**config.mk**
```make
export PLATFORM = sky130hd
export DESIGN_NAME = i_raster_counter
export DESIGN_NICKNAME = d
export VERILOG_FILES = /design/src/rtl/i_raster_counter.sv
export SDC_FILE = /design/constraint.sdc
export NUM_CORES = 1
export LEC_CHECK = 0
export CAP_MARGIN = 20
export CORE_MARGIN = 1
export CORE_UTILIZATION = 59
export CTS_CLUSTER_SIZE = 10
export DETAILED_ROUTE_END_ITERATION = 8
export GPL_TIMING_DRIVEN = 0
export PLACE_DENSITY = 0.79
export SLEW_MARGIN = 15
export SYNTH_ARGS = -nofsm -noshare
export SYNTH_HDL_FRONTEND = slang
export SYNTH_SLANG_ARGS = --single-unit
```
**constraint.sdc**
```tcl
create_clock -name clk -period 4.25 [get_ports clk]
set_input_delay 0.425 -clock clk [delete_from_list [all_inputs] [get_ports clk]]
set_output_delay 0.425 -clock clk [all_outputs]
set_load 0.01 [all_outputs]
```
**src/rtl/i_raster_counter.sv**
```systemverilog
// Raster-scan pixel index generator: walks a width x height frame in row-major order
// with a runtime stride and emits column, row and linear address under valid/ready.
module i_raster_counter #(
    parameter int COL_BITS    = 13,
    parameter int ROW_BITS    = 13,
    parameter int STRIDE_BITS = 4,
    parameter int ADDR_BITS   = COL_BITS + ROW_BITS
) (
    input  logic                   clk,
    input  logic                   clear,
    input  logic                   start,
    input  logic [COL_BITS-1:0]    img_width,
    input  logic [ROW_BITS-1:0]    img_height,
    input  logic [STRIDE_BITS-1:0] stride,
    input  logic                   out_ready,
    output logic                   out_valid,
    output logic [COL_BITS-1:0]    col,
    output logic [ROW_BITS-1:0]    row,
    output logic [ADDR_BITS-1:0]   addr,
    output logic                   line_end,
    output logic                   frame_end,
    output logic                   busy,
    output logic                   done,
    output logic                   cfg_error
);

    localparam int CW1 = COL_BITS + 1;
    localparam int RW1 = ROW_BITS + 1;

    typedef enum logic [1:0] {S_IDLE, S_RUN, S_DONE} state_t;

    state_t                 state_q, state_d;
    logic [COL_BITS-1:0]    col_q, col_d, width_q, width_d;
    logic [ROW_BITS-1:0]    row_q, row_d, height_q, height_d;
    logic [STRIDE_BITS-1:0] stride_q, stride_d;
    logic [ADDR_BITS-1:0]   addr_q, addr_d, row_base_q, row_base_d, row_step_q, row_step_d;
    logic                   out_valid_q, out_valid_d, busy_q, busy_d;
    logic                   done_q, done_d, cfg_error_q, cfg_error_d;

    logic [CW1-1:0]       col_sum;
    logic [RW1-1:0]       row_sum;
    logic                 last_col, last_row, handshake, cfg_ok;
    logic [ADDR_BITS-1:0] step_calc;

    // Sums carry one extra bit so the end-of-line test never sees a wrapped column.
    assign col_sum   = {1'b0, col_q} + CW1'(stride_q);
    assign row_sum   = {1'b0, row_q} + RW1'(stride_q);
    assign last_col  = (col_sum >= {1'b0, width_q});
    assign last_row  = (row_sum >= {1'b0, height_q});
    assign handshake = out_valid_q & out_ready;
    assign cfg_ok    = (img_width != '0) && (img_height != '0) && (stride != '0);
    assign step_calc = ADDR_BITS'(img_width) * ADDR_BITS'(stride);

    always_comb begin
        state_d     = state_q;
        col_d       = col_q;
        row_d       = row_q;
        addr_d      = addr_q;
        row_base_d  = row_base_q;
        row_step_d  = row_step_q;
        width_d     = width_q;
        height_d    = height_q;
        stride_d    = stride_q;
        out_valid_d = out_valid_q;
        busy_d      = busy_q;
        done_d      = 1'b0;
        cfg_error_d = 1'b0;
        case (state_q)
            S_IDLE: begin
                if (start) begin
                    if (cfg_ok) begin
                        width_d     = img_width;
                        height_d    = img_height;
                        stride_d    = stride;
                        row_step_d  = step_calc;
                        col_d       = '0;
                        row_d       = '0;
                        addr_d      = '0;
                        row_base_d  = '0;
                        out_valid_d = 1'b1;
                        busy_d      = 1'b1;
                        state_d     = S_RUN;
                    end else begin
                        cfg_error_d = 1'b1;
                    end
                end
            end
            S_RUN: begin
                if (handshake) begin
                    if (last_col && last_row) begin
                        out_valid_d = 1'b0;
                        busy_d      = 1'b0;
                        done_d      = 1'b1;
                        state_d     = S_DONE;
                    end else if (last_col) begin
                        col_d      = '0;
                        row_d      = row_sum[ROW_BITS-1:0];
                        row_base_d = row_base_q + row_step_q;
                        addr_d     = row_base_q + row_step_q;
                    end else begin
                        col_d  = col_sum[COL_BITS-1:0];
                        addr_d = addr_q + ADDR_BITS'(stride_q);
                    end
                end
            end
            default: begin
                state_d = S_IDLE;
            end
        endcase
    end

    always_ff @(posedge clk) begin
        if (clear) begin
            state_q     <= S_IDLE;
            col_q       <= '0;
            row_q       <= '0;
            addr_q      <= '0;
            row_base_q  <= '0;
            row_step_q  <= '0;
            width_q     <= '0;
            height_q    <= '0;
            stride_q    <= '0;
            out_valid_q <= 1'b0;
            busy_q      <= 1'b0;
            done_q      <= 1'b0;
            cfg_error_q <= 1'b0;
        end else begin
            state_q     <= state_d;
            col_q       <= col_d;
            row_q       <= row_d;
            addr_q      <= addr_d;
            row_base_q  <= row_base_d;
            row_step_q  <= row_step_d;
            width_q     <= width_d;
            height_q    <= height_d;
            stride_q    <= stride_d;
            out_valid_q <= out_valid_d;
            busy_q      <= busy_d;
            done_q      <= done_d;
            cfg_error_q <= cfg_error_d;
        end
    end

    assign out_valid = out_valid_q;
    assign col       = col_q;
    assign row       = row_q;
    assign addr      = addr_q;
    assign line_end  = out_valid_q & last_col;
    assign frame_end = out_valid_q & last_col & last_row;
    assign busy      = busy_q;
    assign done      = done_q;
    assign cfg_error = cfg_error_q;

endmodule

```
* Word-level counts from Yosys, hierarchy flattened
Index checks and enable logic that the tools add are counted. Widths: inputs -> output; s select.
Word-level totals: bits in latches 0, bits in registers 130, output and inout bits 58, bits in writable memories 0, input bits 34, memories kept 0, bits in read-only memories 0, logic and storage cells 80
Operators by class: multipliers 1, order comparisons 2, shift-type cells 0, eq/ne operators 7, divide/modulo/power cells 0, bitwise gates (word level) 7, reduce and logical (&&, ||, !) cells 15, multiplexer cells 32, $add $sub $neg 4
Operator list (number):
- $mux 26 | 8
- $mux 13 | 8
- $pmux 26 s2 | 2
- $pmux 13 s2 | 2
- $add 13x4->14 | 2
- $ge 14x13->1 | 2
- $add 26x17->26 | 1
- $add 26x4->26 | 1
- $reduce_bool 13->1 | 2
- $mul 13x4->17 | 1
- $ne 2x2->1 const B | 6
- $reduce_and 5->1 | 2
- $mux 2 | 4
- $mux 1 | 6
- $reduce_and 6->1 | 1
- $reduce_or 3->1 | 2
- $not 1->1 | 4
- $pmux 2 s2 | 1
- $reduce_and 4->1 | 1
- $reduce_bool 4->1 | 1
- $and 1x1->1 | 3
- $logic_and 1x1->1 | 3
- $reduce_and 3->1 | 1
- $eq 2x1->1 const B | 1
- other kinds (3) | 3

* Logic depth before layout (Yosys ltp)
word-level depth 6, gate-level depth with buffers 20, gate-level depth less buffers 18

* Least setup slack after synthesis
OpenSTA, ideal clock, no wires.
kind register to output, start register col_q[0] (netlist: col[0]), end output frame_end, buffers on the path 2, path slack 0.207 ns, cell stages (with the launch flop) 19, arrival time 3.618 ns, data required time 3.825 ns, path through dfxtp_1 ha_1 inv_1 fa_1 nor2b_1 o21ai_0 nand2b_1 nor2b_1 nand3_1 xnor2_1 ha_1 a21o_1 a21oi_1 nor2b_1 a311oi_1 o21ai_1 buf_2 buf_1 and3_1
Between the ends: longest elaborated chain between the ends 4
RTL lines:
- from (decl) | line 33 | logic [COL_BITS-1:0] col_q, col_d, width_q, width_d;
- from (signal assigned) | line 129 | col_q <= col_d;
- $add 13x4->14 | line 46 | assign col_sum = {1'b0, col_q} + CW1'(stride_q);
- $ge 14x13->1 | line 48 | assign last_col = (col_sum >= {1'b0, width_q});
- $and 1x1->1 (2 in series) | line 149 | assign frame_end = out_valid_q & last_col & last_row;
- to (decl) | line 21 | output logic frame_end,
No other way between the ends.

* Worst setup path in the final report
start register stride_q[0], end register col_q[12] (netlist: col[12])
Between the ends: longest elaborated chain between the ends 6, elaborated cells on any way between the ends 11, those cells by class add/sub (2); order compare (2); eq/ne (1); mux (4); reduce/logical (2)
RTL lines:
- from (decl) | line 35 | logic [STRIDE_BITS-1:0] stride_q, stride_d;
- from (signal assigned) | line 136 | stride_q <= stride_d;
- $add 13x4->14 | line 46
- $ge 14x13->1 | line 48
- $mux 13 | line 95 | end else if (last_col) begin
- $mux 13 | line 90 | if (last_col && last_row) begin
- $mux 13 | line 89 | if (handshake) begin
- $pmux 13 s2 | line 68 | case (state_q)
Parallel ways exist; a longest one is shown, timed or not. The select of a mux whose other input is x is not followed. A chain may end at the register's enable or synchronous reset.

==> Flow_metrics.wiki <==
{| class="wikitable"
! Metric !! Value
|-
| Drc violations || 0
|-
| Run status || complete, no violations
|-
| Switching share of total power || 34.3%
|-
| Synth Warn # || 0
|-
| Routability Congestion || 0.971
|-
| Share of cells above drive strength 1 || 11.1%
|-
| Worst ir drop on vdd || roughly 0.00034 V
|-
| Final cell count without fillers || 1532
|-
| Die width || 128 um
|-
| Hold Buf Count CTS || 0
|-
| Total cell area at the placement stage || 10500 sq um
|-
| Endpoints failing hold || 0
|-
| Time the worst path needs with I/O delays and setup || 4.24 ns
|-
| Critical Path Start Type || flip-flop
|-
| Floorplan die area || 16300 sq um
|-
| Part of the cycle the worst path needs || 99.8%
|-
| Final total power || 3.87 mW
|-
| Via total after detailed routing || 9615
|-
| Clock buffer depth || 2
|-
| Number of antenna violations at the first check in global routing || 0
|-
| GRT Total Usage || a little under two fifths
|-
| Worst hold path type || primary input to flip-flop
|-
| Main synth FF type || sky130_fd_sc_hd__dfxtp_1
|-
| Count of final max-slew check failures || 0
|-
| Final Setup Violations || 0
|-
| Final Hold Slack || 0.405 ns
|-
| Register clock-pin slew on the reported worst setup and hold paths || about 0.060 ns
|-
| Final Net Count || 1444
|-
| Area overhead of the layout relative to synthesis || 24.6%
|-
| Fraction of the yosys area taken by sequential cells || 27.9%
|-
| Routed wire length || 30300 um
|-
| Final global-route overflow total || 0
|-
| Proportion of power drawn by flip-flops and latches || 34.3%
|-
| Worst-margin pin slew || 0.869 ns
|-
| Cell row count || 45
|-
| Kind of end point of the critical path || flip-flop
|-
| Placed wire-length estimate || between 20000 and 25000 um
|-
| Setup repair after global routing missed its margin || yes
|-
| Clock buffers created by TritonCTS || 17
|-
| Required time at the worst-slack endpoint || between 4 and 5 ns
|-
| Number of register bits inferred by synthesis || 130
|-
| Max_slew headroom || 42.1%
|-
| Clock insertion delay at the later pin of the skew report || 0.43 ns
|-
| Initial cell density of the core || 61.0%
|-
| Violation count after the first detailed-routing iteration || 1020
|-
| Power density normalized to cell area || 333 nW/um^2
|-
| Total of fill cells in the finished design || 1164
|-
| CTS root buffer || sky130_fd_sc_hd__clkbuf_16
|-
| Fmax || around 240 MHz
|-
| Proportion of register bits with asynchronous set or reset after synthesis || 0%
|-
| Max Fanout on Critical Path || 10
|-
| CTS H-tree depth || 4
|-
| Mean post-synth cell area || 7.98 sq um
|-
| Final setup TNS || 0 ns
|-
| DR WL/cell || 19.8 um
|-
| Antenna viol nets, final || 0
|-
| Global-route wire length before repair || 46400 um
|-
| Start-to-end type of the worst setup path || flip-flop to flip-flop
|-
| CTS tree || yes
|-
| Proportion of power drawn by combinational gates || roughly 28%
|-
| Post-synthesis instance area || 9340 sq um
|-
| Num ports || 92
|-
| Number of port buffers || 91
|-
| Area inside the core boundary || 15300 sq um
|-
| Switching power || 1.33 mW
|-
| Unique cell type count in the Yosys netlist || 66
|-
| Summed area of non-filler cells in the final layout || 11600 sq um
|-
| Via density per instance || 6.28
|-
| Die boundary height || 128 um
|-
| Synthesized instance count || 1171
|-
| Clock share of power || 37.4%
|-
| Leakage power summed over all cells || roughly 4.7 nW
|-
| Number of clock sinks || between 100 and 150
|-
| Worst EP arrival || 4.58 ns
|-
| Maximum Capacitance Violations || 0
|-
| Via count of the first global-routing pass || 9085
|-
| Antenna fix cells || 0
|-
| Number of cells in the design after placement || 1473
|-
| Internal power || 2.55 mW
|-
| Post-synth EDFFs || 0
|-
| Maximum number of pins on one net before global-route repair || 17
|-
| Drt pass-1 iters || 6
|-
| Layout Skew || 0.0139 ns
|-
| Synthesized net count || 1307
|}
[worst max-delay path: stages (launching register included)]
cell and delay (ns):
sky130_fd_sc_hd__dfxtp_4 0.40, sky130_fd_sc_hd__ha_4 0.15, sky130_fd_sc_hd__inv_2 0.04, sky130_fd_sc_hd__fa_2 0.35, sky130_fd_sc_hd__nor2b_2 0.14, sky130_fd_sc_hd__o21ai_1 0.07, sky130_fd_sc_hd__nand2b_1 0.14, sky130_fd_sc_hd__nor2b_4 0.23
sky130_fd_sc_hd__nand3_2 0.11, sky130_fd_sc_hd__xnor2_2 0.17, sky130_fd_sc_hd__ha_1 0.30, sky130_fd_sc_hd__a21o_1 0.19, sky130_fd_sc_hd__a21oi_2 0.12, sky130_fd_sc_hd__nor2b_1 0.06, sky130_fd_sc_hd__a311oi_2 0.24, sky130_fd_sc_hd__buf_4 0.17
sky130_fd_sc_hd__o21ai_4 0.08, sky130_fd_sc_hd__buf_4 0.15, sky130_fd_sc_hd__buf_4 0.17, sky130_fd_sc_hd__a31oi_4 0.32, sky130_fd_sc_hd__buf_6 0.22, sky130_fd_sc_hd__nand3_1 0.12, sky130_fd_sc_hd__a21oi_1 0.21
[power by group through the flow]
stage / Combinational [mW] / Clock, mW / Sequential (mW)
global route: 1.18 / 1.49 / 1.33
CTS: 0.998 / 1.44 / 1.32
floorplan: 0.666 / 0 / 1.33
detailed placement: 0.953 / 0 / 1.35
global placement: 0.933 / 0 / 1.35
finish: 1.10 / 1.45 / 1.33
[cell usage after synthesis (all sizes together), types with 6 or more instances]
cell type  count  area share (%)
inv           63             2.5
a21oi        115             6.2
xnor2         35             3.3
clkbuf        43             1.7
nor2b          9            0.60
nand2b         8            0.54
nor4           9            0.60
o21ai         45             2.5
a21o          23             1.8
or4            7            0.56
dfxtp        130              28
xor2          23             2.2
o21bai         8            0.64
buf           19             1.0
or3            6            0.40
and2          26             1.7
ha            76              10
o221a          6            0.72
nor3          28             1.5
and3          12            0.80
fa            26             5.6
and4           6            0.56
nand2        167             6.7
o31ai          8            0.94
nand3b         9            0.72
nand3         34             1.8
a31oi         17             1.2
o21a           6            0.48
nand4b         6            0.56
mux2i         15             1.6
o211ai        11            0.88
nand4         18             1.2
a311oi         8            0.75
a211oi        15             1.2
a41oi          6            0.76
nor2          78             3.1
[kinds of logic (layout without fill, tap and decap cells)]
| kind of cell | count (synthesis) | count (layout) | share of synthesized area (%) |
|---|---|---|---|
| and+or+nand+nor | 434 | 434 | 22.4 |
| AOI/OAI and AO/OA | 306 | 306 | 21.6 |
| DFF | 130 | 130 | 27.9 |
| buffers and inverters | 125 | 275 | 5.26 |
| adders and majority gates | 102 | 102 | 15.8 |
| xor gates and xnor gates | 58 | 58 | 5.44 |
| muxes | 16 | 16 | 1.73 |
[flip-flops by register name, indices dropped and copies added, names as in the netlist, 2 cells and up]
name / cells
addr: 26
col: 13
height_q: 13
row: 13
row_base_q: 26
row_step_q: 17
state_q: 2
stride_q: 4
width_q: 13
[what timing repair did]
| item | 4_1_cts | 5_1_grt |
|---|---|---|
| resized for setup | 58 | 62 |
| setup endpoints to repair | 87 | 86 |
| pin swaps | 10 | 15 |
| buffers inserted | 12 | 16 |
[layout make-up]
type | instances | area, sq um | share of cell area (%)
Buffer | 61 | 337 | 2.89
Clock buffer | 19 | 453 | 3.89
Clock inverter | 13 | 128 | 1.10
Inverter | 63 | 236 | 2.03
Multi-Input combinational cell | 916 | 6470 | 55.6
Sequential cell | 130 | 2610 | 22.5
Tap cell | 211 | 264 | 2.27
Timing Repair Buffer | 119 | 1140 | 9.79
[stage by stage]
stage          worst slack [ns]  util, %
6_report                0.00784     76.0
3_5_place_dp              -1.29     68.7
2_1_floorplan             0.207        -
3_3_place_gp              -1.30     68.7
4_1_cts                 -0.0518     74.1
5_1_grt                 -0.0727     76.0
[placed cells by master (no fill, tap or decap), drive strengths merged, types with 28 or more instances in the layout]
master and count:
nand2 167, dfxtp 130, a21oi 115, clkdlybuf4s50 86, nor2 78, ha 76, inv 66, clkbuf 63
buf 47, o21ai 45, xnor2 35, nand3 34, nor3 28
[final timing paths]
path                                          startpoint                  endpoint  slack, ns  depth (start not counted)
worst max register to register  stride_q[0]$_SDFFE_PP0P_      col[12]$_SDFFE_PP0P_      0.008                         22
worst min register to register   width_q[3]$_SDFFE_PP0P_   width_q[3]$_SDFFE_PP0P_       0.46                          2
worst min-delay path                           stride[2]  stride_q[2]$_SDFFE_PP0P_       0.40                          3
worst max-delay path            stride_q[0]$_SDFFE_PP0P_      col[12]$_SDFFE_PP0P_      0.008                         22
[routing by layer]
metal	up-vias	part of all wire (%)	global-route usage [%]	wire (um)
met2	517	47	62.4	14400
met3	101	8.4	8.10	2550
li1	4459	-	-	-
met1	4538	40	44.2	12100
met4	0	4.3	18.3	1310
met5	-	0	0	0
Note: power is estimated with default switching activity, not from simulation.
